File: config.mk
export PLATFORM = sky130hd
export DESIGN_NAME = id_stage_queue
export DESIGN_NICKNAME = d
export VERILOG_FILES = /design/src/rtl/id_stage_queue.sv
export SDC_FILE = /design/constraint.sdc
export NUM_CORES = 1
export LEC_CHECK = 0
export ABC_AREA = 1
export CAP_MARGIN = 20
export CORE_MARGIN = 10
export CORE_UTILIZATION = 59
export CTS_BUF_LIST = sky130_fd_sc_hd__clkbuf_16
export DETAILED_ROUTE_END_ITERATION = 8
export GPL_TIMING_DRIVEN = 1
export PLACE_DENSITY_LB_ADDON = 0.1
export RECOVER_POWER = 25
export SLEW_MARGIN = 20
export SYNTH_ARGS = -nofsm -noshare
export SYNTH_HDL_FRONTEND = slang
export SYNTH_SLANG_ARGS = --single-unit
File: constraint.sdc
create_clock -name i_clk -period 9.39 [get_ports i_clk]
set_input_delay 2.817 -clock i_clk [delete_from_list [all_inputs] [get_ports i_clk]]
set_output_delay 2.817 -clock i_clk [all_outputs]
set_load 0.05 [all_outputs]
File: src/rtl/id_stage_queue.sv
// id_stage_queue: decode stage fronted by an instruction FIFO.
//   Buffers fetched {pc, insn} pairs in a DEPTH-entry queue, decodes the queue head
//   (RV32I, optional RV32M, ecall/ebreak/mret, fence, CSR) and registers the result
//   into an output bundle handed to EX over a valid/ready handshake.
// Ports:
//   i_clk, i_rst_n        clock, asynchronous active-low reset
//   i_flush               drop queue contents and the output bundle
//   i_in_valid/o_in_ready IF handshake carrying i_pc/i_insn
//   o_out_valid/i_out_ready EX handshake for the registered decode bundle
//   o_pc..o_illegal       registered decode bundle
//   o_count               queue occupancy (output register not counted)
module id_stage_queue #(
  parameter int unsigned DEPTH    = 4,
  parameter bit          ENABLE_M = 1'b1
) (
  input  logic                         i_clk,
  input  logic                         i_rst_n,
  input  logic                         i_flush,
  input  logic                         i_in_valid,
  output logic                         o_in_ready,
  input  logic [31:0]                  i_pc,
  input  logic [31:0]                  i_insn,
  output logic                         o_out_valid,
  input  logic                         i_out_ready,
  output logic [31:0]                  o_pc,
  output logic [31:0]                  o_insn,
  output logic [4:0]                   o_rd_addr,
  output logic [4:0]                   o_rs1_addr,
  output logic [4:0]                   o_rs2_addr,
  output logic                         o_rd_wr_en,
  output logic                         o_rs1_rd_sig,
  output logic                         o_rs2_rd_sig,
  output logic [3:0]                   o_alu_op,
  output logic [31:0]                  o_imm,
  output logic                         o_is_jal,
  output logic                         o_is_jalr,
  output logic                         o_is_br,
  output logic                         o_is_load,
  output logic                         o_is_store,
  output logic                         o_is_csr,
  output logic                         o_is_mul,
  output logic                         o_is_div,
  output logic                         o_mul_src1_signed,
  output logic                         o_mul_src2_signed,
  output logic                         o_mul_sel_high,
  output logic                         o_div_signed,
  output logic                         o_div_rem,
  output logic                         o_is_ecall,
  output logic                         o_is_ebreak,
  output logic                         o_is_mret,
  output logic                         o_illegal,
  output logic [$clog2(DEPTH+1)-1:0]   o_count
);

  localparam int unsigned PtrW = $clog2(DEPTH);
  localparam int unsigned CntW = $clog2(DEPTH + 1);

  localparam logic [6:0] OpLui = 7'b0110111, OpAuipc = 7'b0010111, OpJal = 7'b1101111;
  localparam logic [6:0] OpJalr = 7'b1100111, OpBr = 7'b1100011, OpLoad = 7'b0000011;
  localparam logic [6:0] OpStore = 7'b0100011, OpImm = 7'b0010011, OpReg = 7'b0110011;
  localparam logic [6:0] OpFence = 7'b0001111, OpSys = 7'b1110011;

  localparam logic [3:0] AluAdd = 4'd0, AluSub = 4'd1, AluSll = 4'd2, AluSlt = 4'd3;
  localparam logic [3:0] AluSltu = 4'd4, AluXor = 4'd5, AluSrl = 4'd6, AluSra = 4'd7;
  localparam logic [3:0] AluOr = 4'd8, AluAnd = 4'd9, AluEq = 4'd10, AluNe = 4'd11;
  localparam logic [3:0] AluGe = 4'd12, AluGeu = 4'd13;

  typedef struct packed {
    logic [31:0] pc;
    logic [31:0] insn;
    logic        rd_wr_en, rs1_rd, rs2_rd;
    logic [3:0]  alu_op;
    logic [31:0] imm;
    logic        is_jal, is_jalr, is_br, is_load, is_store, is_csr, is_mul, is_div;
    logic        mul_s1, mul_s2, mul_high, div_signed, div_rem;
    logic        is_ecall, is_ebreak, is_mret, illegal;
  } bundle_t;

  logic [31:0]     pc_mem   [DEPTH];
  logic [31:0]     insn_mem [DEPTH];
  logic [PtrW-1:0] wr_ptr_q, rd_ptr_q;
  logic [CntW-1:0] count_q, count_d;
  logic            out_valid_q;
  bundle_t         bundle_q, dec;
  logic            push, load, legal;

  // Queue control. Ready depends on occupancy only, so a full queue never
  // accepts even if the head is popped in the same cycle.
  assign o_in_ready = (count_q < CntW'(DEPTH));
  assign push       = i_in_valid & o_in_ready & ~i_flush;
  assign load       = (~out_valid_q | i_out_ready) & (count_q != '0) & ~i_flush;

  always_comb begin
    count_d = count_q;
    if (i_flush) begin
      count_d = '0;
    end else if (push && !load) begin
      count_d = count_q + CntW'(1);
    end else if (!push && load) begin
      count_d = count_q - CntW'(1);
    end
  end

  always_ff @(posedge i_clk or negedge i_rst_n) begin
    if (!i_rst_n) begin
      wr_ptr_q <= '0;
      rd_ptr_q <= '0;
      count_q  <= '0;
    end else begin
      count_q <= count_d;
      if (i_flush) begin
        wr_ptr_q <= '0;
        rd_ptr_q <= '0;
      end else begin
        if (push) wr_ptr_q <= wr_ptr_q + PtrW'(1);
        if (load) rd_ptr_q <= rd_ptr_q + PtrW'(1);
      end
    end
  end

  always_ff @(posedge i_clk) begin
    if (push) begin
      pc_mem[wr_ptr_q]   <= i_pc;
      insn_mem[wr_ptr_q] <= i_insn;
    end
  end

  // Head decode.
  logic [31:0] insn;
  logic [2:0]  f3;
  logic [6:0]  f7;
  logic [3:0]  alu_base;
  assign insn = insn_mem[rd_ptr_q];
  assign f3   = insn[14:12];
  assign f7   = insn[31:25];

  always_comb begin
    unique case (f3)
      3'b000:  alu_base = AluAdd;
      3'b001:  alu_base = AluSll;
      3'b010:  alu_base = AluSlt;
      3'b011:  alu_base = AluSltu;
      3'b100:  alu_base = AluXor;
      3'b101:  alu_base = insn[30] ? AluSra : AluSrl;
      3'b110:  alu_base = AluOr;
      default: alu_base = AluAnd;
    endcase
  end

  always_comb begin
    dec      = '0;
    legal    = 1'b0;
    dec.pc   = pc_mem[rd_ptr_q];
    dec.insn = insn;
    unique case (insn[6:0])
      OpLui, OpAuipc: begin
        legal        = 1'b1;
        dec.rd_wr_en = 1'b1;
        dec.imm      = {insn[31:12], 12'b0};
      end
      OpJal: begin
        legal        = 1'b1;
        dec.rd_wr_en = 1'b1;
        dec.is_jal   = 1'b1;
        dec.imm      = {{11{insn[31]}}, insn[31], insn[19:12], insn[20], insn[30:21], 1'b0};
      end
      OpJalr: begin
        legal        = (f3 == 3'b000);
        dec.rd_wr_en = 1'b1;
        dec.rs1_rd   = 1'b1;
        dec.is_jalr  = 1'b1;
        dec.imm      = {{20{insn[31]}}, insn[31:20]};
      end
      OpBr: begin
        legal      = (f3 != 3'b010) && (f3 != 3'b011);
        dec.rs1_rd = 1'b1;
        dec.rs2_rd = 1'b1;
        dec.is_br  = 1'b1;
        dec.imm    = {{19{insn[31]}}, insn[31], insn[7], insn[30:25], insn[11:8], 1'b0};
        unique case (f3)
          3'b000:  dec.alu_op = AluEq;
          3'b001:  dec.alu_op = AluNe;
          3'b100:  dec.alu_op = AluSlt;
          3'b101:  dec.alu_op = AluGe;
          3'b110:  dec.alu_op = AluSltu;
          3'b111:  dec.alu_op = AluGeu;
          default: dec.alu_op = AluAdd;
        endcase
      end
      OpLoad: begin
        legal        = f3 inside {3'b000, 3'b001, 3'b010, 3'b100, 3'b101};
        dec.rd_wr_en = 1'b1;
        dec.rs1_rd   = 1'b1;
        dec.is_load  = 1'b1;
        dec.imm      = {{20{insn[31]}}, insn[31:20]};
      end
      OpStore: begin
        legal        = f3 inside {3'b000, 3'b001, 3'b010};
        dec.rs1_rd   = 1'b1;
        dec.rs2_rd   = 1'b1;
        dec.is_store = 1'b1;
        dec.imm      = {{20{insn[31]}}, insn[31:25], insn[11:7]};
      end
      OpImm: begin
        // Shift-immediates constrain funct7; srai is the only 0100000 form.
        legal = (f3 == 3'b001) ? (f7 == 7'b0) :
                (f3 == 3'b101) ? ((f7 == 7'b0) || (f7 == 7'b0100000)) : 1'b1;
        dec.rd_wr_en = 1'b1;
        dec.rs1_rd   = 1'b1;
        dec.alu_op   = alu_base;
        dec.imm      = {{20{insn[31]}}, insn[31:20]};
      end
      OpReg: begin
        dec.rd_wr_en = 1'b1;
        dec.rs1_rd   = 1'b1;
        dec.rs2_rd   = 1'b1;
        if (f7 == 7'b0 || (f7 == 7'b0100000 && (f3 == 3'b000 || f3 == 3'b101))) begin
          legal      = 1'b1;
          dec.alu_op = (f3 == 3'b000 && insn[30]) ? AluSub : alu_base;
        end else if (f7 == 7'b0000001 && ENABLE_M) begin
          legal = 1'b1;
          if (f3[2]) begin
            dec.is_div     = 1'b1;
            dec.div_signed = ~f3[0];
            dec.div_rem    = f3[1];
          end else begin
            dec.is_mul   = 1'b1;
            dec.mul_s1   = (f3 != 3'b011);
            dec.mul_s2   = (f3 == 3'b000) || (f3 == 3'b001);
            dec.mul_high = (f3 != 3'b000);
          end
        end
      end
      OpFence: legal = (f3 == 3'b000);
      OpSys: begin
        if (insn == 32'h0000_0073) begin
          legal        = 1'b1;
          dec.is_ecall = 1'b1;
        end else if (insn == 32'h0010_0073) begin
          legal         = 1'b1;
          dec.is_ebreak = 1'b1;
        end else if (insn == 32'h3020_0073) begin
          legal       = 1'b1;
          dec.is_mret = 1'b1;
        end else if (f3[1:0] != 2'b00) begin
          legal        = 1'b1;
          dec.is_csr   = 1'b1;
          dec.rd_wr_en = 1'b1;
          dec.rs1_rd   = ~f3[2];
          dec.imm      = f3[2] ? {27'b0, insn[19:15]} : 32'b0;
        end
      end
      default: legal = 1'b0;
    endcase
    if (!legal) begin
      dec         = '0;
      dec.pc      = pc_mem[rd_ptr_q];
      dec.insn    = insn;
      dec.illegal = 1'b1;
    end
  end

  always_ff @(posedge i_clk or negedge i_rst_n) begin
    if (!i_rst_n) begin
      out_valid_q <= 1'b0;
      bundle_q    <= '0;
    end else if (i_flush) begin
      out_valid_q <= 1'b0;
    end else if (load) begin
      out_valid_q <= 1'b1;
      bundle_q    <= dec;
    end else if (i_out_ready) begin
      out_valid_q <= 1'b0;
    end
  end

  assign o_out_valid       = out_valid_q;
  assign o_count           = count_q;
  assign o_pc              = bundle_q.pc;
  assign o_insn            = bundle_q.insn;
  assign o_rd_addr         = bundle_q.insn[11:7];
  assign o_rs1_addr        = bundle_q.insn[19:15];
  assign o_rs2_addr        = bundle_q.insn[24:20];
  assign o_rd_wr_en        = bundle_q.rd_wr_en;
  assign o_rs1_rd_sig      = bundle_q.rs1_rd;
  assign o_rs2_rd_sig      = bundle_q.rs2_rd;
  assign o_alu_op          = bundle_q.alu_op;
  assign o_imm             = bundle_q.imm;
  assign o_is_jal          = bundle_q.is_jal;
  assign o_is_jalr         = bundle_q.is_jalr;
  assign o_is_br           = bundle_q.is_br;
  assign o_is_load         = bundle_q.is_load;
  assign o_is_store        = bundle_q.is_store;
  assign o_is_csr          = bundle_q.is_csr;
  assign o_is_mul          = bundle_q.is_mul;
  assign o_is_div          = bundle_q.is_div;
  assign o_mul_src1_signed = bundle_q.mul_s1;
  assign o_mul_src2_signed = bundle_q.mul_s2;
  assign o_mul_sel_high    = bundle_q.mul_high;
  assign o_div_signed      = bundle_q.div_signed;
  assign o_div_rem         = bundle_q.div_rem;
  assign o_is_ecall        = bundle_q.is_ecall;
  assign o_is_ebreak       = bundle_q.is_ebreak;
  assign o_is_mret         = bundle_q.is_mret;
  assign o_illegal         = bundle_q.illegal;

endmodule

Word level (Yosys, flattened, before mapping)
Memory sizes are Yosys's and may differ from the RTL's. A register that Yosys moved wholly into a read port is not among the register bits.
Index checks and enable logic that the tools add are counted.
Widths: inputs -> output; s select.
- flip-flop bits (word level): 96
- word-level logic and storage cells: 162
- input port bits: 69
- memories: 2
- output and inout port bits: 140
- memory bits (writable): 256
- memory list (memory ; words ; width ; read ports ; clocked after Yosys merged registers in ; wr ports ; RTL line ; RTL):
    insn_mem ; 4 ; 32 ; 1 ; 0 ; 1 ; 80 ; logic [31:0] insn_mem [DEPTH];
    pc_mem ; 4 ; 32 ; 1 ; 1 ; 1 ; 79 ; logic [31:0] pc_mem [DEPTH];
- equal/unequal tests: 25
- $lt $le $gt $ge: 1
- muxes and demuxes: 63
- reductions and logical operators: 31
- $add $sub $neg: 4
- bitwise gates (word level): 9
- operators with widths (cell ; count):
    $pmux 32 s6 ; 1
    $mux 56 ; 1
    $eq 32x21->1 const B ; 1
    $eq 32x30->1 const B ; 1
    $eq 32x7->1 const B ; 1
    $mux 1 ; 30
    $eq 7x6->1 const B ; 4
    $eq 7x7->1 const B ; 4
    $pmux 4 s7 ; 1
    $mux 5 ; 5
    $pmux 4 s6 ; 1
    $mux 7 ; 3
    $mux 2 ; 10
    $mux 3 ; 5
    $reduce_bool 3->1 ; 5
    $eq 7x5->1 const B ; 2
    $eq 3x3->1 const B ; 4
    $pmux 4 s3 ; 1
    $reduce_or 3->1 ; 3
    $mux 4 ; 2
    $pmux 1 s8 ; 1
    $eq 7x1->1 const B ; 1
    $eq 7x2->1 const B ; 1
    $eq 7x4->1 const B ; 1
    22 further kinds ; 44

Logic depth before layout (Yosys ltp)
- depth in word-level cells: 8
- depth in mapped cells: 20
- depth with buffers taken out: 15

Worst setup path after synthesis
Ideal clock, no wire load.
- path kind: input -> register
- start point: input i_flush
- end point: memory insn_mem[0][0] (enable)
- buffers on the path: 0
- path slack: 3.112 ns
- stages on the path: 3
- setup time: 0.487 ns
- data arrival time: 5.791 ns
- data required time: 8.903 ns
- path through: inv_1 -> nand3_1 -> nor2_1
- longest elaborated chain between the ends: 4
- ends and longest elaborated chain (item ; RTL line ; RTL):
    start, declared ; 18 ; input logic i_flush,
    $not 1->1 (no line) ; -- ;
    $and 1x1->1 ; 90 ; assign push = i_in_valid & o_in_ready & ~i_flush;
    $mux 1 ; 122 ; if (push) begin
    $mux 1 (implied by the code) ; 124 ; insn_mem[wr_ptr_q] <= i_insn;
    end, declared ; 80 ;
No other way between the ends.

==> reports/results.tsv <==
stage	metric	value	unit
timing	# setup viols final	0	
yosys	Avg Inst Size Synth	10.56	sq um
final_layout	utilization after layout	0.7196	
final_layout	Final nets	1754	
grt	largest net degree at the start of global routing	114	
clock_network	TritonCTS Sinks	384	
grt	initial antenna violation count	4	
yosys	top cell type's share of synthesized area	0.4813	
grt	total grt overflow	0	
clock_network	H-tree levels	2	
grt	first-pass GRT wire length	61.22	mm
final_layout	final instance area	19280	sq um
timing	Final Slew Violations	55	
status	status	finished with violations	
critical_path	Worst Path Arrival	5.39	ns
final_layout	layout cells sized above 1	0.06199	
yosys	Netlist Area Pre-Place	15970	sq um
yosys	number of flops mapped to enable cells by yosys	256	
placed_design	pre-CTS WS	3.620	ns
floorplan	row count	60	
floorplan	die width	184.5	um
yosys	post-synth top area cell	edfxtp_1	
placed_design	Area after DPL	18080	sq um
timing	clk_skew	0.02176	ns
floorplan	core area	26800	sq um
critical_path	CP Class	in2async	
critical_path	Worst Setup End Kind	async pin	
placed_design	DP HPWL	23.51	mm
yosys	Yosys Warn Count	0	
clock_network	CTS Buffer Depth	3	
routing	1st-iter DRT viols	1128	
yosys	Mapped Nets	1586	
final_layout	register area	10900	sq um
critical_path	worst-path fanout max	54	
clock_network	# Post-CTS Setup Buffers	0	
yosys	ys async rst share	0.3333	
grt	All-Layer GR Usage	0.2273	
floorplan	DIE AREA	34050	sq um
final_layout	fill count	1910	
routing	Vias/cell	5.571	
timing	Max Freq	162.9	MHz
critical_path	WP buf/inv	1	
clock_network	TritonCTS Buffers	39	
critical_path	crit start category	input pin	
status	violated checks	max-capacitance violations, max-slew violations	
final_layout	P&R area growth vs syn	20.74	%
pwr	Worst VDD drop	0.2368	mV
clock_network	CTS clk-pin slew, worst paths	0.06	ns
yosys	FF+latch count, synth	384	
timing	crit path time final	6.138	ns
clock_network	post-CTS sizing	0	
critical_path	Req. time, crit path	8.64	ns
timing	Final Hold Fails	0	
timing	RSZ-0062 raised after global routing	no	
floorplan	Die Y	184.5	um
placed_design	GPL Wtd Cong	0.9024	
routing	first-pass detailed-route iteration total	6	
yosys	synth unique cells	35	
critical_path	Slowest cell on crit path	clkbuf_1	
floorplan	initial core utilization	0.5959	
critical_path	max incr delay on CP	2.54	ns
job	max-cap viol count	1	
yosys	most frequent cell after synthesis	nand2_1	
timing	Least-Margin Pin Slew	3.685	ns
yosys	post-synthesis cell count	1512	
routing	antenna-violating nets left	0	
pwr	pwr dens	323.9	nW/um^2
timing	worst setup margin	3.252	ns
clock_network	CTS tree	done	
timing	Slew HR	-1.456	
routing	Routed WL	38.83	mm
clock_network	CTS Root Cell	clkbuf_16	
final_layout	Multi-input gate area	4405	sq um
critical_path	CP delay by family, top	buffers and inverters	
clock_network	Clock Latency Late Sink	0.53	ns
yosys	Seq/Total Area, Yosys	0.6819	
timing	Final Cycle Share	0.6537	
routing	DR WL/cell	18.90	um
floorplan	I/O pin total	209	
yosys	Post-synth top flop	edfxtp_1	
routing	DR DRC count	0	
routing	vias post-DR	11440	
grt	vias in the first global route	11210	
placed_design	Port Buffers	208	
timing	Final TNS setup	0	ns
min_path	worst hold path class	reg2reg	
clock_network	hold buffers post-CTS	0	
yosys	Synth area leaders	edfxtp_1 (48%), dfrtp_1 (20%), nand2_1 (12%)	
yosys	Post-synth top cells	nand2_1 (503), edfxtp_1 (256), o21ai_0 (130), dfrtp_1 (128), nor2_1 (121)	
critical_path	CP cell instances	clkbuf_1	
pwr	static leakage	7.905	nW
==> cells by family after synthesis <==
kind of cell    after synthesis  share of synthesized area
fa+ha+maj                     5                   0.004387
xor+xnor                      1                  0.0005485
flops                       384                     0.6819
buf+inv                     141                    0.04465
compound gates              192                    0.06526
simple gates                789                     0.2033
==> placed cells by master (no fill, tap or decap), types with 2 or more instances in the layout <==
cell	count
ha_1	4
o22ai_1	35
clkbuf_16	40
dlygate4sd3_1	46
clkinv_1	7
o211ai_1	2
nand3_2	3
clkdlybuf4s50_1	161
nand2_2	18
nor2_1	116
inv_4	3
buf_4	10
bufinv_16	2
nand4_1	6
inv_2	3
clkinv_2	4
a21oi_1	16
diode_2	3
nand2_1	503
nor2_4	7
edfxtp_1	256
nand3_1	119
o21ai_0	130
nor2_2	7
dfrtp_1	126
nor3_1	7
inv_1	58
o2111ai_1	4
==> final cells by class <==
class	instances	area share
diodes	3	0.0003893
clock buffers	40	0.05190
clock inverters	31	0.01025
inverters	49	0.009797
multi-input cells	987	0.2284
flip-flops and latches	384	0.5650
well taps	341	0.02212
repair buffers	219	0.1121
==> flip-flops by register name, indices dropped and copies added (netlist names), 2 cells and up <==
name      cells
o_insn       32
o_alu_op      4
pc_mem      128
o_count       3
insn_mem    128
o_pc         32
wr_ptr_q      2
rd_ptr_q      2
o_imm        32
==> worst paths after layout <==
kind,startpoint,to,slack (ns),cells after the start
max reg2reg,rd_ptr_q[0],o_imm[20],5.32,16
min in group asynchronous,i_rst_n,o_insn[14],3.54,1
min reg2reg,o_pc[6],o_pc[6],0.47,2
min,o_pc[6],o_pc[6],0.47,2
max,i_rst_n,rd_ptr_q[0],3.25,1
max in group i_clk,i_flush,pc_mem[1][10],4.20,5
==> power by group <==
part	switching (W)	total (W)	internal (W)
clock	0.000615	0.00144	0.000827
combinational	0.00189	0.00259	0.000705
sequential	0.000156	0.00221	0.00205
==> per-stage QoR <==
stage | hold slack (ns) | power, W | instances
2_1_floorplan | 0.5027 | 0.004058 | 1512
5_1_grt | 0.4884 | 0.006588 | 2051
3_3_place_gp | 0.4582 | 0.004791 | 1980
4_1_cts | 0.4765 | 0.006281 | 2051
3_5_place_dp | 0.4617 | 0.004836 | 1980
6_report | 0.4701 | 0.006246 | 2054
==> metal layers <==
metal,up-vias,global-route usage,part of all wire
met5,-,0,0.00033
met3,59,0.05375,0.082
met1,5507,0.2850,0.41
met4,2,0.06195,0.020
li1,5454,-,-
met2,420,0.3864,0.49
Note: power is estimated with default switching activity, not from simulation.
